**src/rtl/xy2_100_rx_pkg.sv**
```systemverilog
// -----------------------------------------------------------------------------
// xy2_100_rx_pkg
// Shared definitions for the XY2-100 command receiver: frame geometry, the
// fixed control-bit pattern of a position frame, the line indices used by the
// input synchronizer bank, the deframer FSM state encoding and a parity helper.
// -----------------------------------------------------------------------------
`timescale 1ns/1ps

package xy2_100_rx_pkg;

   // One XY2-100 frame per channel: C2 C1 C0, D15..D0, P (MSB first).
   localparam int XY2_FRAME_BITS = 20;
   localparam int XY2_DATA_BITS  = 16;
   localparam int XY2_CNT_W      = 5;

   // Control bits that mark a 16-bit position command.
   localparam logic [2:0] XY2_CTRL_POS = 3'b001;

   // Bit positions of the four host lines inside the synchronizer bank.
   localparam int XY2_LINES = 4;
   localparam int LN_CLK    = 3;
   localparam int LN_SYNC   = 2;
   localparam int LN_X      = 1;
   localparam int LN_Y      = 0;

   typedef enum logic [1:0] {
      ST_HUNT  = 2'd0,
      ST_RECV  = 2'd1,
      ST_CHECK = 2'd2
   } xy2_state_e;

   // Even parity over the whole frame: all 20 bits XOR to zero.
   function automatic logic xy2_parity_ok(input logic [XY2_FRAME_BITS-1:0] word);
      return ~(^word);
   endfunction

endpackage

```
**src/rtl/xy2_100_rx_chan.sv**
```systemverilog
// -----------------------------------------------------------------------------
// xy2_chan_rx
// One XY2-100 data channel (instantiated for X and for Y). Shifts serial bits
// in MSB first and decodes the frame currently held in the shift register.
//
// Ports
//   clk_in    in   1   system clock
//   rst_n     in   1   internal async active-low reset (synchronously released)
//   shift_en  in   1   shift din into the LSB this cycle
//   din       in   1   synchronized serial data bit
//   data      out  16  D15..D0 of the held frame
//   ctrl_ok   out  1   control bits equal the position-command pattern
//   par_ok    out  1   even parity over all 20 held bits
// -----------------------------------------------------------------------------
`timescale 1ns/1ps

module xy2_chan_rx
   import xy2_100_rx_pkg::*;
(
   input  logic                     clk_in,
   input  logic                     rst_n,
   input  logic                     shift_en,
   input  logic                     din,
   output logic [XY2_DATA_BITS-1:0] data,
   output logic                     ctrl_ok,
   output logic                     par_ok
);

   logic [XY2_FRAME_BITS-1:0] sh_q;
   logic [XY2_FRAME_BITS-1:0] sh_d;

   always_comb begin
      // NOTE: default every always_comb output first so no path leaves it
      // unassigned; otherwise synthesis infers a latch.
      sh_d = sh_q;
      if (shift_en) begin
         sh_d = {sh_q[XY2_FRAME_BITS-2:0], din};
      end
   end

   // NOTE: this register is reset even though every frame overwrites it, so
   // ctrl_ok/par_ok are defined from the first cycle rather than X in sim.
   always_ff @(posedge clk_in or negedge rst_n) begin
      if (!rst_n) begin
         sh_q <= '0;
      end else begin
         // NOTE: flops use non-blocking <= so all registers sample pre-edge
         // values; blocking = here would create order-dependent races.
         sh_q <= sh_d;
      end
   end

   assign data    = sh_q[XY2_FRAME_BITS-4:1];
   assign ctrl_ok = (sh_q[XY2_FRAME_BITS-1:XY2_FRAME_BITS-3] == XY2_CTRL_POS);
   assign par_ok  = xy2_parity_ok(sh_q);

endmodule

```
**src/rtl/xy2_100_rx.sv**
```systemverilog
// -----------------------------------------------------------------------------
// xy2_100_rx
// XY2-100 galvo command receiver. Oversamples the host's xy_clk/xy_sync/xy_x/
// xy_y lines at clk_in, deframes 20-bit X and Y frames and publishes validated
// 16-bit position setpoints. Tracks link health and counts framing/parity
// errors.
//
// Ports
//   clk_in     in   1      system clock (20 MHz)
//   sys_rstn   in   1      async active-low reset, released synchronously inside
//   xy_clk     in   1      host bit clock (async), data taken on its falling edge
//   xy_sync    in   1      frame sync (async), low on the last bit of a frame
//   xy_x       in   1      X serial data (async)
//   xy_y       in   1      Y serial data (async)
//   xy_status  out  1      link status back to host (mirrors link_ok)
//   x_pos      out  16     last accepted X setpoint
//   y_pos      out  16     last accepted Y setpoint
//   pos_valid  out  1      strobe: x_pos/y_pos updated this cycle
//   link_ok    out  1      good frame seen within TIMEOUT_CYC cycles
//   fmt_err    out  1      strobe: bad bit count or bad control bits
//   par_err    out  1      strobe: parity failure on a well-formed frame
//   err_cnt    out  ERR_W  saturating count of fmt_err/par_err strobes
//   clr_err    in   1      synchronous clear of err_cnt
// -----------------------------------------------------------------------------
`timescale 1ns/1ps

module xy2_100_rx
   import xy2_100_rx_pkg::*;
#(
   parameter int SYNC_STAGES = 2,
   parameter int TIMEOUT_CYC = 2000,
   parameter int ERR_W       = 8
) (
   input  logic                     clk_in,
   input  logic                     sys_rstn,
   input  logic                     xy_clk,
   input  logic                     xy_sync,
   input  logic                     xy_x,
   input  logic                     xy_y,
   output logic                     xy_status,
   output logic [XY2_DATA_BITS-1:0] x_pos,
   output logic [XY2_DATA_BITS-1:0] y_pos,
   output logic                     pos_valid,
   output logic                     link_ok,
   output logic                     fmt_err,
   output logic                     par_err,
   output logic [ERR_W-1:0]         err_cnt,
   input  logic                     clr_err
);

   localparam int                   TMO_W    = $clog2(TIMEOUT_CYC + 1);
   localparam logic [TMO_W-1:0]     TMO_MAX  = TMO_W'(TIMEOUT_CYC);
   localparam logic [XY2_CNT_W-1:0] LAST_CNT = XY2_CNT_W'(XY2_FRAME_BITS - 1);
   localparam logic [ERR_W-1:0]     ERR_MAX  = {ERR_W{1'b1}};

   // ---------------------------------------------------------------------------
   // Reset: asserts asynchronously, releases on a clock edge.
   // ---------------------------------------------------------------------------
   logic [1:0] rst_sync_q;
   logic [1:0] rst_sync_d;
   logic       rst_n;

   assign rst_sync_d = {rst_sync_q[0], 1'b1};
   assign rst_n      = rst_sync_q[1];

   always_ff @(posedge clk_in or negedge sys_rstn) begin
      if (!sys_rstn) begin
         rst_sync_q <= '0;
      end else begin
         rst_sync_q <= rst_sync_d;
      end
   end

   // ---------------------------------------------------------------------------
   // Input synchronizers; all four lines share the same depth so their relative
   // timing at the pins is preserved after synchronization.
   // ---------------------------------------------------------------------------
   logic [SYNC_STAGES-1:0][XY2_LINES-1:0] sync_q;
   logic [SYNC_STAGES-1:0][XY2_LINES-1:0] sync_d;
   logic [XY2_LINES-1:0]                  s_lines;
   logic                                  clk_dly_q;
   logic                                  clk_dly_d;
   logic                                  s_clk;
   logic                                  s_sync;
   logic                                  s_x;
   logic                                  s_y;
   logic                                  bit_stb;

   assign sync_d    = {sync_q[SYNC_STAGES-2:0], {xy_clk, xy_sync, xy_x, xy_y}};
   assign s_lines   = sync_q[SYNC_STAGES-1];
   assign s_clk     = s_lines[LN_CLK];
   assign s_sync    = s_lines[LN_SYNC];
   assign s_x       = s_lines[LN_X];
   assign s_y       = s_lines[LN_Y];
   assign clk_dly_d = s_clk;

   // Falling edge of the synchronized host clock marks one received bit.
   assign bit_stb   = clk_dly_q & ~s_clk;

   always_ff @(posedge clk_in or negedge rst_n) begin
      if (!rst_n) begin
         sync_q    <= '0;
         clk_dly_q <= 1'b0;
      end else begin
         sync_q    <= sync_d;
         clk_dly_q <= clk_dly_d;
      end
   end

   // ---------------------------------------------------------------------------
   // Channel shift registers
   // ---------------------------------------------------------------------------
   logic                     shift_en;
   logic [XY2_DATA_BITS-1:0] x_data;
   logic [XY2_DATA_BITS-1:0] y_data;
   logic                     x_ctrl_ok;
   logic                     y_ctrl_ok;
   logic                     x_par_ok;
   logic                     y_par_ok;

   xy2_chan_rx u_chan_x (
      .clk_in   (clk_in),
      .rst_n    (rst_n),
      .shift_en (shift_en),
      .din      (s_x),
      .data     (x_data),
      .ctrl_ok  (x_ctrl_ok),
      .par_ok   (x_par_ok)
   );

   xy2_chan_rx u_chan_y (
      .clk_in   (clk_in),
      .rst_n    (rst_n),
      .shift_en (shift_en),
      .din      (s_y),
      .data     (y_data),
      .ctrl_ok  (y_ctrl_ok),
      .par_ok   (y_par_ok)
   );

   // ---------------------------------------------------------------------------
   // Deframer FSM, link timeout and error counter
   // ---------------------------------------------------------------------------
   xy2_state_e               state_q,     state_d;
   logic [XY2_CNT_W-1:0]     cnt_q,       cnt_d;
   logic [XY2_DATA_BITS-1:0] x_pos_q,     x_pos_d;
   logic [XY2_DATA_BITS-1:0] y_pos_q,     y_pos_d;
   logic                     pos_valid_q, pos_valid_d;
   logic                     fmt_err_q,   fmt_err_d;
   logic                     par_err_q,   par_err_d;
   logic [TMO_W-1:0]         tmo_q,       tmo_d;
   logic                     seen_q,      seen_d;
   logic                     link_ok_q,   link_ok_d;
   logic [ERR_W-1:0]         err_cnt_q,   err_cnt_d;
   logic                     err_ev;

   always_comb begin
      state_d     = state_q;
      cnt_d       = cnt_q;
      x_pos_d     = x_pos_q;
      y_pos_d     = y_pos_q;
      pos_valid_d = 1'b0;
      fmt_err_d   = 1'b0;
      par_err_d   = 1'b0;
      shift_en    = 1'b0;

      unique case (state_q)
         ST_HUNT: begin
            // Any sync-low bit ends some frame, so the next bit starts one.
            if (bit_stb && !s_sync) begin
               state_d = ST_RECV;
               cnt_d   = '0;
            end
         end

         ST_RECV: begin
            if (bit_stb) begin
               if (s_sync) begin
                  if (cnt_q == LAST_CNT) begin
                     // A 20th sync-high bit: the frame is too long.
                     fmt_err_d = 1'b1;
                     state_d   = ST_HUNT;
                  end else begin
                     shift_en = 1'b1;
                     cnt_d    = cnt_q + XY2_CNT_W'(1);
                  end
               end else begin
                  shift_en = 1'b1;
                  if (cnt_q == LAST_CNT) begin
                     state_d = ST_CHECK;
                  end else begin
                     // Short frame; this sync-low bit still marks a boundary.
                     fmt_err_d = 1'b1;
                     cnt_d     = '0;
                  end
               end
            end
         end

         ST_CHECK: begin
            state_d = ST_RECV;
            cnt_d   = '0;
            if (!(x_ctrl_ok && y_ctrl_ok)) begin
               fmt_err_d = 1'b1;
            end else if (!(x_par_ok && y_par_ok)) begin
               par_err_d = 1'b1;
            end else begin
               pos_valid_d = 1'b1;
               x_pos_d     = x_data;
               y_pos_d     = y_data;
            end
         end

         default: begin
            state_d = ST_HUNT;
         end
      endcase

      // Link timeout: saturating cycle count since the last accepted frame.
      if (pos_valid_d) begin
         tmo_d = '0;
      end else if (tmo_q < TMO_MAX) begin
         tmo_d = tmo_q + TMO_W'(1);
      end else begin
         tmo_d = tmo_q;
      end
      seen_d    = seen_q | pos_valid_d;
      link_ok_d = pos_valid_d | (seen_q & (tmo_q < TMO_MAX));

      // Error counter follows the registered strobes, so a clear issued while
      // a strobe is visible on the outputs leaves exactly that one error.
      err_ev    = fmt_err_q | par_err_q;
      err_cnt_d = err_cnt_q;
      if (clr_err) begin
         err_cnt_d = err_ev ? ERR_W'(1) : '0;
      end else if (err_ev && (err_cnt_q != ERR_MAX)) begin
         err_cnt_d = err_cnt_q + ERR_W'(1);
      end
   end

   always_ff @(posedge clk_in or negedge rst_n) begin
      if (!rst_n) begin
         state_q     <= ST_HUNT;
         cnt_q       <= '0;
         x_pos_q     <= '0;
         y_pos_q     <= '0;
         pos_valid_q <= 1'b0;
         fmt_err_q   <= 1'b0;
         par_err_q   <= 1'b0;
         tmo_q       <= '0;
         seen_q      <= 1'b0;
         link_ok_q   <= 1'b0;
         err_cnt_q   <= '0;
      end else begin
         state_q     <= state_d;
         cnt_q       <= cnt_d;
         x_pos_q     <= x_pos_d;
         y_pos_q     <= y_pos_d;
         pos_valid_q <= pos_valid_d;
         fmt_err_q   <= fmt_err_d;
         par_err_q   <= par_err_d;
         tmo_q       <= tmo_d;
         seen_q      <= seen_d;
         link_ok_q   <= link_ok_d;
         err_cnt_q   <= err_cnt_d;
      end
   end

   assign x_pos     = x_pos_q;
   assign y_pos     = y_pos_q;
   assign pos_valid = pos_valid_q;
   assign fmt_err   = fmt_err_q;
   assign par_err   = par_err_q;
   assign link_ok   = link_ok_q;
   assign xy_status = link_ok_q;
   assign err_cnt   = err_cnt_q;

endmodule
```
**config.mk**
```make
export PLATFORM = sky130hd
export DESIGN_NAME = xy2_100_rx
export DESIGN_NICKNAME = d
export VERILOG_FILES = /design/src/rtl/xy2_100_rx_pkg.sv /design/src/rtl/xy2_100_rx_chan.sv /design/src/rtl/xy2_100_rx.sv
export SDC_FILE = /design/constraint.sdc
export NUM_CORES = 1
export LEC_CHECK = 0
export CAP_MARGIN = 25
export CORE_MARGIN = 5
export CORE_UTILIZATION = 60
export DETAILED_ROUTE_END_ITERATION = 8
export GPL_TIMING_DRIVEN = 0
export PLACE_DENSITY_LB_ADDON = 0.2
export SETUP_SLACK_MARGIN = 0.2
export SYNTH_ARGS = -nofsm -noshare
export SYNTH_HDL_FRONTEND = slang
export SYNTH_HIERARCHICAL = 1
export SYNTH_SLANG_ARGS = --single-unit
```
**constraint.sdc**
```tcl
create_clock -name clk_in -period 10.7 [get_ports clk_in]
set_clock_uncertainty 0.2 [all_clocks]
set_input_delay 1.07 -clock clk_in [delete_from_list [all_inputs] [get_ports clk_in]]
set_output_delay 1.07 -clock clk_in [all_outputs]
set_load 0.01 [all_outputs]
```
[Yosys cells after proc, flatten, opt, wreduce, memory -nomap -nowiden]
Cells that the tools add are included.
Word-level totals
  memory bits (read-only): 0
  bits in registers: 114
  memories: 0
  bits in latches: 0
  output and inout port bits: 45
  bits in writable memories: 0
  bits of input ports: 7
  logic and storage cells: 85
Cells by class
  $add $sub $neg: 3
  reduce and logical (&&, ||, !) cells: 14
  $mul: 0
  shifts and indexed selects: 0
  divide/modulo/power cells: 0
  equality and inequality tests: 10
  bitwise logic cells: 8
  magnitude comparators: 1
  mux-type cells: 32
Operators with widths (count)
  20-bit XOR reduction: 2
  5-bit two-way mux: 5
  11-bit two-way mux: 2
  8-bit two-way mux: 2
  1-bit two-way mux: 15
  5-bit case mux with 3 select lines: 1
  11-bit by 1-bit adder with 11-bit output (second input constant): 1
  11-bit < comparator (second input constant): 1
  2-bit two-way mux: 5
  8-bit by 1-bit adder with 8-bit output (second input constant): 1
  2-bit != test (second input constant): 4
  8-bit != test (second input constant): 1
  3-bit by 1-bit equality test with 1-bit output (second input constant): 2
  2-bit case mux with 3 select lines: 1
  3-bit AND reduction: 2
  5-bit by 1-bit adder with 5-bit output (second input constant): 1
  5-bit equality test (second input constant): 1
  1-bit logical AND: 4
  4-bit AND reduction: 1
  2-bit nonzero test: 2
  1-bit NOT: 3
  1-bit OR: 3
  3-bit nonzero test: 1
  1-bit AND: 2
  other kinds (5): 5

[Longest topological paths before layout]
  depth after elaboration: 7
  mapped depth: 9
  gate-level depth less buffers: 7

[Hierarchy]
Netlist, hierarchy kept.
Modules (own cells, without submodules)
  xy2_100_rx: sequential area each 1851.8 um^2, instances 1, area each 3111.7 um^2, cells an instance 249
  xy2_chan_rx: sequential area each 500.5 um^2, instances 2, area each 1032.2 um^2, cells an instance 77

[Least setup slack after synthesis]
OpenSTA, ideal clock, no wires.
  path kind: register -> register
  start point: register u_chan_x.sh_q[4]
  end point: register x_pos_q[0], in the netlist x_pos[0]
  clock period less this slack: 2.597 ns
  setup time: 0.125 ns
  data arrival time: 2.273 ns
  buffers on the path: 1
  stages on the path, launching flop included: 9
  slack: 8.103 ns
  required time: 10.375 ns
  path through: dfrtp_1 -> xnor2_1 -> xnor2_1 -> xnor3_1 -> xnor2_1 -> nand2_1 -> nor2_2 -> buf_2 -> mux2_2
On the way
  longest elaborated chain between the ends: 4
Ends and longest elaborated chain
  start, declared: line xy2_100_rx_chan.sv:29  | logic [XY2_FRAME_BITS-1:0] sh_q;
  start signal, assigned: line xy2_100_rx_chan.sv:45  | sh_q <= '0;
  start signal, assigned: line xy2_100_rx_chan.sv:49  | sh_q <= sh_d;
  20-bit XOR reduction: line xy2_100_rx_pkg.sv:34  | return ~(^word);
  1-bit NOT: line xy2_100_rx_pkg.sv:34
  via x_par_ok: line xy2_100_rx.sv:118  | logic x_par_ok;
  1-bit logical AND: line xy2_100_rx.sv:205  | end else if (!(x_par_ok && y_par_ok)) begin
  3-bit AND reduction (no source line)
  end signal, assigned: line xy2_100_rx.sv:257  | x_pos_q <= x_pos_d;
  end, declared: line xy2_100_rx.sv:146  | logic [XY2_DATA_BITS-1:0] x_pos_q, x_pos_d;
The timed path passes the listed nets, and every way through them passes these cells.
A chain may end at the register's enable or synchronous reset.

[Final worst setup path]
  start point: register u_chan_y.sh_q[10]
  end point: register y_pos_q[2], in the netlist y_pos[2]
On the way
  longest elaborated chain between the ends: 4
Ends and longest elaborated chain
  start, declared: line xy2_100_rx_chan.sv:29
  start signal, assigned: line xy2_100_rx_chan.sv:45
  start signal, assigned: line xy2_100_rx_chan.sv:49
  20-bit XOR reduction: line xy2_100_rx_pkg.sv:34
  1-bit NOT: line xy2_100_rx_pkg.sv:34
  via y_par_ok: line xy2_100_rx.sv:119  | logic y_par_ok;
  1-bit logical AND: line xy2_100_rx.sv:205
  3-bit AND reduction (no source line)
  end signal, assigned: line xy2_100_rx.sv:258  | y_pos_q <= y_pos_d;
  end, declared: line xy2_100_rx.sv:147  | logic [XY2_DATA_BITS-1:0] y_pos_q, y_pos_d;
The timed path passes the listed nets, and every way through them passes these cells.

==> summary.txt <==
Cells and area
  – Multi-input logic area: between 2000 and 2500 µm²
  – Fin nets: just under 500
  – FF+latch area: 2860 µm²
  – Antenna diodes: 0
  – Fill cell count: a little under 500
  – Area growth, synth to finish: 23.9%
  – Share of cells above drive strength 1: 31.5%

Pwr
  – PwrDens: roughly 220 nW/µm²
  – Worst VDD drop: 0.155 mV
  – Leakage: 3.03 nW
  – Power, Total: between 1 and 1.5 mW

CTS
  – Clock buffer depth: 2
  – PostCTS Resize Cnt: 0
  – Clk slew on worst S/H paths: roughly 60 ps
  – Cts hold-fix bufs: 0
  – Htree depth: 4
  – Setup Buffers After CTS: 0
  – Clk root buf: clkbuf_8
  – Clock Sinks: 114
  – CTS tree: yes
  – Clock latency at the later pin of the worst-skew pair: 520 ps
  – CTS buffer count: 17

Die
  – Core Rows: 33
  – Initial Utilization: 62.4%
  – Die Span X: 103 µm
  – Top-level I/O count: 52
  – DIE AREA: 10,600 µm²
  – Core Region: 8300 µm²
  – Die Y: 103 µm

Detailed routing
  – WL/cell: between 15 and 20 µm
  – Via count: 3,207
  – DRC Markers: 0
  – Initial DRT Pass Iterations: 4
  – Post-Route WL: about 9600 µm
  – Antenna viol nets, final: 0
  – Routed wl met2: around 4900 µm
  – Vias per inst: 5.43
  – Highest Signal Layer: met4
  – Met1 wire length: 4090 µm
  – Iteration-0 DRC Markers: around 130
  – Met3 routed WL: 433 µm

Worst setup path
  – Critical path, cell by cell: xnor2_1 -> xnor2_1 -> xnor3_1 -> xnor2_1 -> nand2_1 -> nor2_2 -> buf_2 -> mux2_2
  – Worst EP required: 10,900 ps
  – RR Startpoint: u_chan_y/sh_q[10]
  – CP max stage delay: around 420 ps
  – Top Family by Delay on Critical Path: XOR/XNOR gates
  – Crit start category: flip-flop
  – CP arrival: 3340 ps
  – WP buf/inv: 1
  – Crit. End Element: flip-flop
  – CP most frequent cell: xnor2_1
  – Crit Path Max Fanout: 10
  – Critical-path top delay cell: dfrtp_1
  – Crit. Startpoint: u_chan_y/sh_q[10]
  – Crit path kind: reg2reg

Placement
  – Post-DP HPWL: 6200 µm
  – Gpl congestion: roughly 0.9
  – PortBufs: 50
  – Pre-CTS setup slack: 7650 ps

Yosys
  – FF+latch count, synth: between 100 and 150
  – Register area share after synthesis: 55.1%
  – Synth async-reset ratio: 100%
  – Top cells by area, synth: dfrtp_1, mux2_2, xnor2_1
  – EDFF count, synth: 0
  – Synth top area share: 55.1%
  – Synth area leader: dfrtp_1
  – Syn. warnings: 6
  – Post-synthesis cell type count: 48
  – Syn Nets: 418
  – Post-Syn Instances: 403
  – Synth Cell Area: just over 5000 µm²
  – Synthesized area per cell: 12.8 µm²
  – Ys flop type: dfrtp_1

Timing
  – RSZ-0062 raised after global routing: false
  – Tmin final: about 3100 ps
  – Setup WS post-layout: 7560 ps
  – Slew Viols, Final: 0
  – Count of final setup violators: 0
  – FMAX: around 320 MHz
  – Least-Margin Pin Slew: 667 ps
  – Final setup TNS: 0 ps
  – Final period utilization: 29.4%
  – Rel. slew slack: 55.5%
  – Final Hold Fails: 0

Global route
  – First-pass GRT wire length: 16,400 µm
  – GRT Overall Usage: 20.2%
  – Vias in the first global route: 3,457
  – GRT overflow: 0
  – Pin count of the biggest net entering global routing: 64
  – Initial antenna violation count: 0

Outcome
  – Status: completed

Hold path
  – Hold Path Class: reg2reg
  – Hold_sp: sync_d[6]

Flow run
  – Total of max-cap violations: 0
==> path summary, 6_finish.rpt <==
check / to / slack (ps) / cells past startpoint
min in group asynchronous: y_pos[7] / 170 / 0
worst max register to register: y_pos[2] / 7560 / 8
worst min-delay path: s_lines[2] / 150 / 0
max in group asynchronous: u_chan_x/sh_q[15] / 9390 / 1
worst max-delay path: y_pos[2] / 7560 / 8
worst min register to register: s_lines[2] / 150 / 0
==> logic make-up after synthesis <==
family / Yosys count / synth area share, %
AO/OA/AOI/OAI: 36 / 4.86
adder cells (fa/ha/maj): 8 / 1.93
other: 1 / 0.0724
buffers and inverters: 48 / 5.97
AND/OR/NAND/NOR: 74 / 7.25
multiplexers: 76 / 16.5
flip-flops: 114 / 55.1
XOR/XNOR: 46 / 8.32
==> sequential cells by signal (all words and copies together) (netlist names) <==
signal and flops:
pos_valid 1, s_lines 4, u_chan_x/sh_q 20, rst_sync_q 2
y_pos 16, seen_q 1, err_cnt 8, cnt_q 5
clk_dly_q 1, link_ok 1, tmo_q 11, state_q 2
par_err 1, u_chan_y/sh_q 20, sync_d 4, fmt_err 1
x_pos 16
==> metrics by stage <==
| stage | util, % | cells | instance area, µm² | hold slack, ps |
|---|---|---|---|---|
| after floorplan | - | 403 | 5180 | 131 |
| after global placement | 70.0 | 558 | 5810 | 134 |
| after detailed placement | 70.4 | 559 | 5840 | 137 |
| after CTS | 77.3 | 591 | 6410 | 147 |
| after global routing | 77.3 | 591 | 6410 | 149 |
| final | 77.3 | 591 | 6410 | 151 |
==> metal layers <==
| metal | vias up | track usage (%) |
|---|---|---|
| li1 | 1502 | - |
| met1 | 1622 | 24.8 |
| met2 | 66 | 32.7 |
| met3 | 17 | 6.70 |
| met4 | 0 | 8.67 |
| met5 | - | 0 |
==> synthesized netlist by cell type (all sizes together) (3+ instances only) <==
library cell,n
xnor2,35
nor2,23
a21oi,7
o21ai,7
nand2,16
o2111ai,3
o211ai,3
a21o,3
nor3,4
ha,8
buf,38
inv,6
or2,3
nand3,8
o22a,3
xor2,9
and3,5
mux2,74
dfrtp,114
clkbuf,4
==> power by group <==
part	switching (mW)	internal (mW)	leakage, nW	total [mW]
combinational	0.144	0.196	1.23	0.340
clock	0.207	0.333	0.271	0.539
sequential	0.0532	0.474	1.53	0.528
==> layout make-up <==
type                    instances  area share, %
plain buffers                  42           4.47
multi-input cells             241           31.4
inverters                       6          0.351
well taps                     105           2.05
clock buffers                  17           6.46
repair buffers                 51           8.24
flip-flops and latches        114           44.6
clock inverters                15           2.46
==> cell usage in the layout, fill, tap and decap left out, types with 5 or more instances in the layout <==
cell type,Yosys,routed
a21oi_1,7,7
and3_1,5,5
buf_4,33,33
clkbuf_16,0,16
clkdlybuf4s50_1,0,50
dfrtp_1,114,113
ha_1,8,8
inv_1,5,5
mux2_2,74,74
nand2_1,16,16
nand3_1,8,8
nor2_1,22,22
xnor2_1,35,35
xor2_1,9,9
(Power assumes the default switching activity.)
